$ cat config.mk
export PLATFORM = sky130hd
export DESIGN_NAME = vecmul_stream
export DESIGN_NICKNAME = d
export VERILOG_FILES = /design/src/rtl/vecmul_stream.sv
export SDC_FILE = /design/constraint.sdc
export NUM_CORES = 1
export LEC_CHECK = 0
export ABC_AREA = 0
export CORE_MARGIN = 2
export CORE_UTILIZATION = 25
export CTS_CLUSTER_SIZE = 40
export DETAILED_ROUTE_END_ITERATION = 10
export GPL_TIMING_DRIVEN = 0
export PLACE_DENSITY = 0.46
export SYNTH_ARGS = -nofsm -noshare
export SYNTH_HDL_FRONTEND = slang
export SYNTH_SLANG_ARGS = --single-unit
$ cat constraint.sdc
create_clock -name clk -period 13.24 [get_ports clk]
set_clock_uncertainty 0.05 [all_clocks]
set_input_delay 2.648 -clock clk [delete_from_list [all_inputs] [get_ports clk]]
set_output_delay 2.648 -clock clk [all_outputs]
set_load 0.03 [all_outputs]
$ cat src/rtl/vecmul_stream.sv
// Streaming masked dot product: bias + sum(nodes[i]*weights[i]), LANES nodes per beat,
// three-stage pipeline (lane capture, lane sum, accumulate) with saturating or wrapping acc.

module vecmul_stream_lane #(
    parameter int PRECISION_BITS = 32,
    parameter int LANE_IDX       = 0,
    parameter int NUM_NODES      = 64
) (
    input  logic                      node_i,
    input  logic [31:0]               base_i,
    input  logic [PRECISION_BITS-1:0] w_i,
    output logic [PRECISION_BITS-1:0] w_o
);
    localparam logic [31:0] LIDX = 32'(LANE_IDX);
    localparam logic [31:0] NN   = 32'(NUM_NODES);

    // Lanes past the end of the vector on the final beat never contribute.
    assign w_o = (node_i && ((base_i + LIDX) < NN)) ? w_i : '0;
endmodule

module vecmul_stream #(
    parameter int PRECISION_BITS = 32,
    parameter int NUM_NODES      = 64,
    parameter int LANES          = 8,
    parameter int OVERFLOW_BITS  = 8,
    parameter int SATURATE       = 1
) (
    input  logic                                          clk,
    input  logic                                          rst,
    input  logic                                          start,
    input  logic signed [PRECISION_BITS-1:0]              bias,
    input  logic                                          in_valid,
    output logic                                          in_ready,
    input  logic [LANES-1:0]                              nodes,
    input  logic [PRECISION_BITS*LANES-1:0]               weights,
    output logic                                          out_valid,
    input  logic                                          out_ready,
    output logic signed [PRECISION_BITS+OVERFLOW_BITS-1:0] product,
    output logic                                          overflow
);
    localparam int PAD_BITS = PRECISION_BITS + OVERFLOW_BITS;
    localparam int BEATS    = (NUM_NODES + LANES - 1) / LANES;
    localparam int CNT_W    = $clog2(BEATS + 1);
    localparam int STAGES   = 2;

    localparam logic [PAD_BITS-1:0] ACC_MAX = {1'b0, {(PAD_BITS-1){1'b1}}};
    localparam logic [PAD_BITS-1:0] ACC_MIN = {1'b1, {(PAD_BITS-1){1'b0}}};

    if (OVERFLOW_BITS < $clog2(LANES) + 1) begin : g_bad_cfg
        $error("vecmul_stream: OVERFLOW_BITS must be >= clog2(LANES)+1");
    end

    typedef enum logic [1:0] {IDLE, ACCUM, DONE} state_t;

    state_t                                     state_q, state_d;
    logic [CNT_W-1:0]                           beat_cnt_q;
    logic [LANES-1:0][PRECISION_BITS-1:0]       lane_w_q, lane_w_d;
    logic [PAD_BITS-1:0]                        lane_sum_q, lane_sum_d;
    logic [PAD_BITS-1:0]                        acc_q, acc_d;
    logic                                       ovf_q, ovf_step;
    logic [PAD_BITS:0]                          sum_ext;
    logic [STAGES:1]                            vld_q, last_q;
    logic [STAGES:0]                            vld_pipe, last_pipe;
    logic [31:0]                                base;
    logic                                       fire;

    assign in_ready  = (state_q == ACCUM) && (beat_cnt_q < CNT_W'(BEATS));
    assign out_valid = (state_q == DONE);
    assign product   = acc_q;
    assign overflow  = ovf_q;

    assign fire      = in_valid && in_ready;
    assign base      = 32'(beat_cnt_q) * 32'(LANES);
    assign vld_pipe  = {vld_q, fire};
    assign last_pipe = {last_q, (beat_cnt_q == CNT_W'(BEATS - 1))};

    for (genvar j = 0; j < LANES; j++) begin : g_lane
        vecmul_stream_lane #(
            .PRECISION_BITS(PRECISION_BITS),
            .LANE_IDX      (j),
            .NUM_NODES     (NUM_NODES)
        ) u_lane (
            .node_i(nodes[j]),
            .base_i(base),
            .w_i   (weights[PRECISION_BITS*j +: PRECISION_BITS]),
            .w_o   (lane_w_d[j])
        );
    end

    always_comb begin
        lane_sum_d = '0;
        for (int j = 0; j < LANES; j++)
            lane_sum_d = lane_sum_d + {{OVERFLOW_BITS{lane_w_q[j][PRECISION_BITS-1]}}, lane_w_q[j]};
    end

    // One guard bit exposes signed overflow as a mismatch of the top two bits.
    always_comb begin
        sum_ext  = {acc_q[PAD_BITS-1], acc_q} + {lane_sum_q[PAD_BITS-1], lane_sum_q};
        ovf_step = sum_ext[PAD_BITS] ^ sum_ext[PAD_BITS-1];
        acc_d    = sum_ext[PAD_BITS-1:0];
        if (ovf_step && (SATURATE != 0))
            acc_d = sum_ext[PAD_BITS] ? ACC_MIN : ACC_MAX;
    end

    always_comb begin
        state_d = state_q;
        case (state_q)
            IDLE:    if (start) state_d = ACCUM;
            ACCUM:   if (vld_pipe[STAGES] && last_pipe[STAGES]) state_d = DONE;
            DONE:    if (out_ready) state_d = IDLE;
            default: state_d = IDLE;
        endcase
    end

    always_ff @(posedge clk) begin
        if (rst) state_q <= IDLE;
        else     state_q <= state_d;
    end

    always_ff @(posedge clk) begin
        if (rst) begin
            beat_cnt_q <= '0;
            lane_w_q   <= '0;
            lane_sum_q <= '0;
            acc_q      <= '0;
            ovf_q      <= 1'b0;
            vld_q      <= '0;
            last_q     <= '0;
        end else begin
            vld_q  <= vld_pipe[STAGES-1:0];
            last_q <= last_pipe[STAGES-1:0];
            if (fire) begin
                lane_w_q   <= lane_w_d;
                beat_cnt_q <= beat_cnt_q + CNT_W'(1);
            end
            if (vld_pipe[1])
                lane_sum_q <= lane_sum_d;
            if (state_q == IDLE && start) begin
                acc_q      <= {{OVERFLOW_BITS{bias[PRECISION_BITS-1]}}, bias};
                ovf_q      <= 1'b0;
                beat_cnt_q <= '0;
            end else if (vld_pipe[STAGES]) begin
                acc_q <= acc_d;
                ovf_q <= ovf_q | ovf_step;
            end
        end
    end
endmodule

---- Yosys cells after proc, flatten, opt, wreduce, memory -nomap -nowiden ----
Cells that the tools add are included.
storage, ports and cells
  ROM bits ................................ 0
  RAM bits ................................ 0
  input port bits ......................... 301
  word-level logic and storage cells ...... 80
  memories ................................ 0
  latch bits .............................. 0
  bits in registers ....................... 346
cells by class
  magnitude comparators ................... 9
  reductions and logical operators ........ 16
  bitwise gates (word level) .............. 2
  equal/unequal tests ..................... 6
  multiply operators ...................... 0
  multiplexer cells ....................... 16
  $add $sub $neg .......................... 16
  shift-type cells ........................ 0
  div/mod/pow operators ................... 0
operators with widths
  kind                 number
  $mux 32              8
  $lt 32x7->1 const B  7
  $mux 40              4
  $add 40x39->41       1
  $add 38x32->39       1
  $add 37x32->38       1
  $add 36x32->37       1
  $add 35x32->36       1
  $add 34x32->35       1
  $add 33x32->34       1
  $add 32x32->33       1
  $add 7x3->8 const B  4
  $add 7x2->8 const B  2
  $logic_and 1x1->1    12
  $add 7x1->8 const B  1
  $lt 7x7->1 const B   1
  $mux 2               3
  $pmux 2 s3           1
  $add 4x1->4 const B  1
  $eq 4x3->1 const B   1
  $lt 4x4->1 const B   1
  $ne 2x1->1 const B   2
  $reduce_and 3->1     1
  $eq 2x1->1 const B   1
  other kinds (7)      7

---- Logic depth before layout (Yosys ltp) ----
  depth after elaboration ................. 7
  mapped depth ............................ 19
  depth with buffers taken out ............ 19

---- Cells and area by module ----
A second synthesis with hierarchy kept.
second synthesis, totals
  cell total of the unflattened synthesis .. 3781
  area, all modules ....................... 29500.8 µm²
modules (own cells, without submodules)
  module                                 instances  cells each  area an instance (µm²)
  vecmul_stream                          1          2759        21889.7
  vecmul_stream_lane (g_lane[2].u_lane)  1          159         1221.2
  vecmul_stream_lane (g_lane[3].u_lane)  1          160         1161.1
  vecmul_stream_lane (g_lane[5].u_lane)  1          162         1136.1
  vecmul_stream_lane (g_lane[7].u_lane)  1          150         975.9
  vecmul_stream_lane (g_lane[4].u_lane)  1          86          838.3
  vecmul_stream_lane (g_lane[6].u_lane)  1          115         829.5
  vecmul_stream_lane (g_lane[0].u_lane)  1          86          763.2
  vecmul_stream_lane (g_lane[1].u_lane)  1          104         685.7

---- Least setup slack after synthesis ----
Ideal clock, no wire load.
  path type ............................... register to register
  from .................................... register lane_w_q[2] in the netlist's numbering
  to ...................................... register lane_sum_q[24]
  period minus slack after synthesis ...... 5.232 ns
  buffers on the path ..................... 0
  required time ........................... 13.070 ns
  slack ................................... 8.008 ns
  data arrival time ....................... 5.062 ns
  cell stages (with the launch flop) ...... 20
  cells stage by stage .................... dfxtp_1 -> inv_1 -> fa_1 -> inv_1 -> fa_1 -> fa_1 -> inv_1 -> fa_1 -> inv_1 -> ha_1 -> fa_1 -> a21o_1 -> a21o_1 -> a211o_1 -> a31o_2 -> a32oi_1 -> o21ai_1 -> a31oi_1 -> nor4b_1 -> a211o_1
between the ends
  longest elaborated chain between the ends .. 7
RTL lines
  what                    line  text
  start, declared         57    logic [LANES-1:0][PRECISION_BITS-1:0] lane_w_q, lane_w_d;
  start signal, assigned  133   lane_w_q <= lane_w_d;
  $add 32x32->33          93    lane_sum_d = lane_sum_d + {{OVERFLOW_BITS{lane_w_q[j][PRECISION_BITS-1]}}, lane_w_q[j]};
  $add 33x32->34          93
  $add 34x32->35          93
  $add 35x32->36          93
  $add 36x32->37          93
  $add 37x32->38          93
  $add 38x32->39          93
  end signal, assigned    137   lane_sum_q <= lane_sum_d;
  end, declared           58    logic [PAD_BITS-1:0] lane_sum_q, lane_sum_d;
No other way between the ends.
A chain may end at the register's enable or synchronous reset.

---- Final worst setup path ----
  from .................................... register lane_w_q[2] in the netlist's numbering
  to ...................................... register lane_sum_q[36]
The elaborated chain is that of the path after synthesis.

==> metrics.md <==
| Metric | Value |
|---|---|
| CTS tree | `yes` |
| Sequential standard cell area | `about 0.007 mm^2` |
| Slew of the pin with the lowest slew margin | `between 0.9 and 1 ns` |
| Synthesized instance count | `~2,200` |
| Worst slack, placed | `about 7.4 ns` |
| DIE HEIGHT | `approximately 300 um` |
| Grt total ovfl | `0` |
| Resize count post-CTS | `0` |
| First-pass GRT wire length | `114,000 um` |
| HP Class | `flop to flop` |
| Final Instance Area | `0.0273 mm^2` |
| Wirelength per Cell | `slightly above 20 um` |
| Unrepaired setup endpoints after global routing | `no` |
| Critical Path RT | `13.70 ns` |
| Port-buffer cells | `342` |
| Crit. Startpoint | `lane_w_q[2]$_SDFFE_PP0P_` |
| Mapped Nets | `around 2,800` |
| Final Max Slew Viols | `0` |
| Syn-to-layout area delta | `29.6%` |
| Ys flop type | `dfxtp_1` |
| Root Buffer | `clkbuf_16` |
| CP Capture Type | `flop` |
| Worst setup margin | `7.41 ns` |
| 1st-pass router iterations | `7` |
| Initial antenna violation count | `15` |
| Reg2Reg Depth | `19` |
| Die area | `a little under 0.09 mm^2` |
| Critical path arrival | `between 6 and 7 ns` |
| Post-cts hold buffer count | `0` |
| Period utilisation layout | `0.440` |
| RePlAce Congestion | `roughly 0.85` |
| WL final | `between 70,000 and 80,000 um` |
| Count leader, synth | `inv_1` |
| Final Hold Vio Count | `0` |
| Fin crit period | `just under 6 ns` |
| Number of post-CTS setup repair buffers | `0` |
| Clk buf depth | `3` |
| Clk sinks | `~350` |
| Pint | `around 2100 uW` |
| Drt initial violations | `694` |
| Worst-Skew Late Latency | `about 0.58 ns` |
| Post-DRT Antenna Nets | `0` |
| Sw Ratio | `0.288` |
| Floorplan Core Area | `approximately 0.084 mm^2` |
| Total track usage | `0.175` |
| Synthesized flop and latch total | `about 350` |
| Clk slew on worst S/H paths | `around 0.060 ns` |
| Sequential share of power | `0.381` |
| Count of final setup violators | `0` |
| Hold_ws | `roughly 0.42 ns` |
| Critical Path Fanout Max | `6` |
| Proportion of power drawn by combinational gates | `0.194` |
| Crit path kind | `flop to flop` |
| Ratio of cells with drive above 1 in the final layout | `0.0491` |
| Initial Utilization | `0.252` |
| Maximum VDD drop | `between 0.07 and 0.08 mV` |
| Largest net degree at the start of global routing | `12` |
| Vias in the first global route | `about 18,000` |
| Max cap viols | `0` |
| Clk pwr share | `0.425` |
| Fillers | `between 8,000 and 9,000` |
| Synth cell count leaders | `inv_1, dfxtp_1, a22o_1` |
| DP Area | `0.0258 mm^2` |
| Ys async rst share | `0` |
| Power Total | `2900 uW` |
| PD cells | `106 mW/mm^2` |
| Site row count | `106` |
| Netlist Area Pre-Place | `between 0.02 and 0.025 mm^2` |
| Status | `finished clean` |
| Ranking of synthesized cells by area | `dfxtp_1, fa_1, a22o_1, inv_1, ha_1` |
| DR vias | `17,200` |
| Yosys top cell area share | `0.329` |
| CTS buffer count | `45` |
| R2R Path Start | `lane_w_q[2]$_SDFFE_PP0P_` |
| DRC violations left | `0` |
| Post-synth cell types | `slightly below 80` |
| Max Freq | `172 MHz` |
| Hold depth | `2` |
| Yosys warning count | `0` |
| Setup TNS | `0 ns` |
| Startpoint types | `flop` |
| Hold Crit Start | `lane_sum_q[36]$_SDFFE_PP0P_` |
| Relative slew slack | `0.380` |
| P_sw | `~830 uW` |
| Top-Level Pins | `about 340` |
| Die Span X | `294 um` |
| Sequential area share after synthesis | `0.329` |
| Nets@finish | `roughly 3,200` |
| Post-synth EDFFs | `0` |
| # H-tree levels | `2` |
| DPL Wire Length | `63,600 um` |
| LEAKAGE | `about 0.012 uW` |
| Largest area contributor in the netlist | `dfxtp_1` |
| DR vias/cell | `4.63` |
| Area occupied by multi-input gates | `about 0.012 mm^2` |
| Syn avg cell area | `approximately 9.5 um^2` |
[per-layer routing]
metal  global-route usage  part of all wire
met4               0.0380             0.019
met1                0.231              0.46
met3               0.0316             0.047
met5                    0            0.0021
met2                0.298              0.47
[layout by cell type (no fill, tap or decap), types with 6 or more instances in the layout]
cell type        count
a211o_1              6
nand4_1             13
nor2_1              80
a221oi_1            24
nand3_1             13
nor3_1              24
and2_1              12
inv_1              477
mux2i_1             28
a31oi_1             13
xor2_1              27
o21bai_1            14
o31ai_1              7
fa_1               197
xnor2_1             30
nand2b_1            16
a221oi_2             9
a211oi_1            11
nand2_1            108
ha_1                78
a22o_1             257
buf_2               29
and3_1              13
o21a_1              15
o21ai_0             68
clkbuf_16           45
o21ai_1              6
a21oi_1             78
a21o_1              22
nor2b_1             11
o211ai_1             9
clkbuf_1            81
clkdlybuf4s50_1    342
dfxtp_1            346
[registers in the layout (all words and copies together), names as in the netlist]
register / count
beat_cnt_q: 4
lane_sum_q: 39
lane_w_q: 256
last_q: 2
overflow: 1
product: 40
state_q: 2
vld_q: 2
[through the flow]
| stage | utilization | cells |
|---|---|---|
| after floorplan | - | 2211 |
| after global placement | 0.309 | 3633 |
| after detailed placement | 0.309 | 3633 |
| after CTS | 0.326 | 3705 |
| after global routing | 0.326 | 3708 |
| final | 0.326 | 3708 |
[power by group through the flow]
stage,clock (uW),combinational (uW),sequential (uW)
after detailed placement,0,568,1130
after global routing,1310,621,1110
after CTS,1270,571,1110
after global placement,0,565,1130
after floorplan,0,301,1130
final,1230,561,1110
[kinds of logic (layout without fill, tap and decap cells)]
kind of cell    Yosys count  count (layout)  synth area share
compound gates          584             584             0.214
xor+xnor                 57              57            0.0237
fa+ha+maj               275             275             0.234
buf+inv                 587            1001             0.108
flops                   346             346             0.329
mux                      29              29            0.0139
other cells               0               3                 0
simple gates            333             333            0.0769
[worst paths after layout]
check                                                   end  slack, ns
worst max-delay path            lane_sum_q[36]$_SDFFE_PP0P_       7.41
worst min register to register  lane_sum_q[36]$_SDFFE_PP0P_       0.42
worst min-delay path            lane_sum_q[36]$_SDFFE_PP0P_       0.42
worst max register to register  lane_sum_q[36]$_SDFFE_PP0P_       7.41
[cell type report]
type,count,area share
clock inverters,12,0.00753
inverters,477,0.0657
well taps,1080,0.0496
multi-input cells,1278,0.434
repair buffers,342,0.126
clock buffers,60,0.0452
plain buffers,110,0.0179
flip-flops and latches,346,0.254
diodes,3,0.000275
[critical path: stages (launching register included)]
cell       delay [ns]
dfxtp_1          0.33
inv_1            0.06
fa_1             0.55
inv_1            0.08
fa_1             0.51
fa_1             0.54
inv_1            0.05
fa_1             0.52
inv_1            0.04
ha_1             0.23
fa_1             0.42
a21o_1           0.20
a21o_1           0.21
a211o_1          0.35
a31o_2           0.32
a221oi_2         0.38
o31ai_1          0.19
a2111oi_0        0.50
o21ai_1          0.15
nand2_1          0.08
Note: power is estimated with default switching activity, not from simulation.
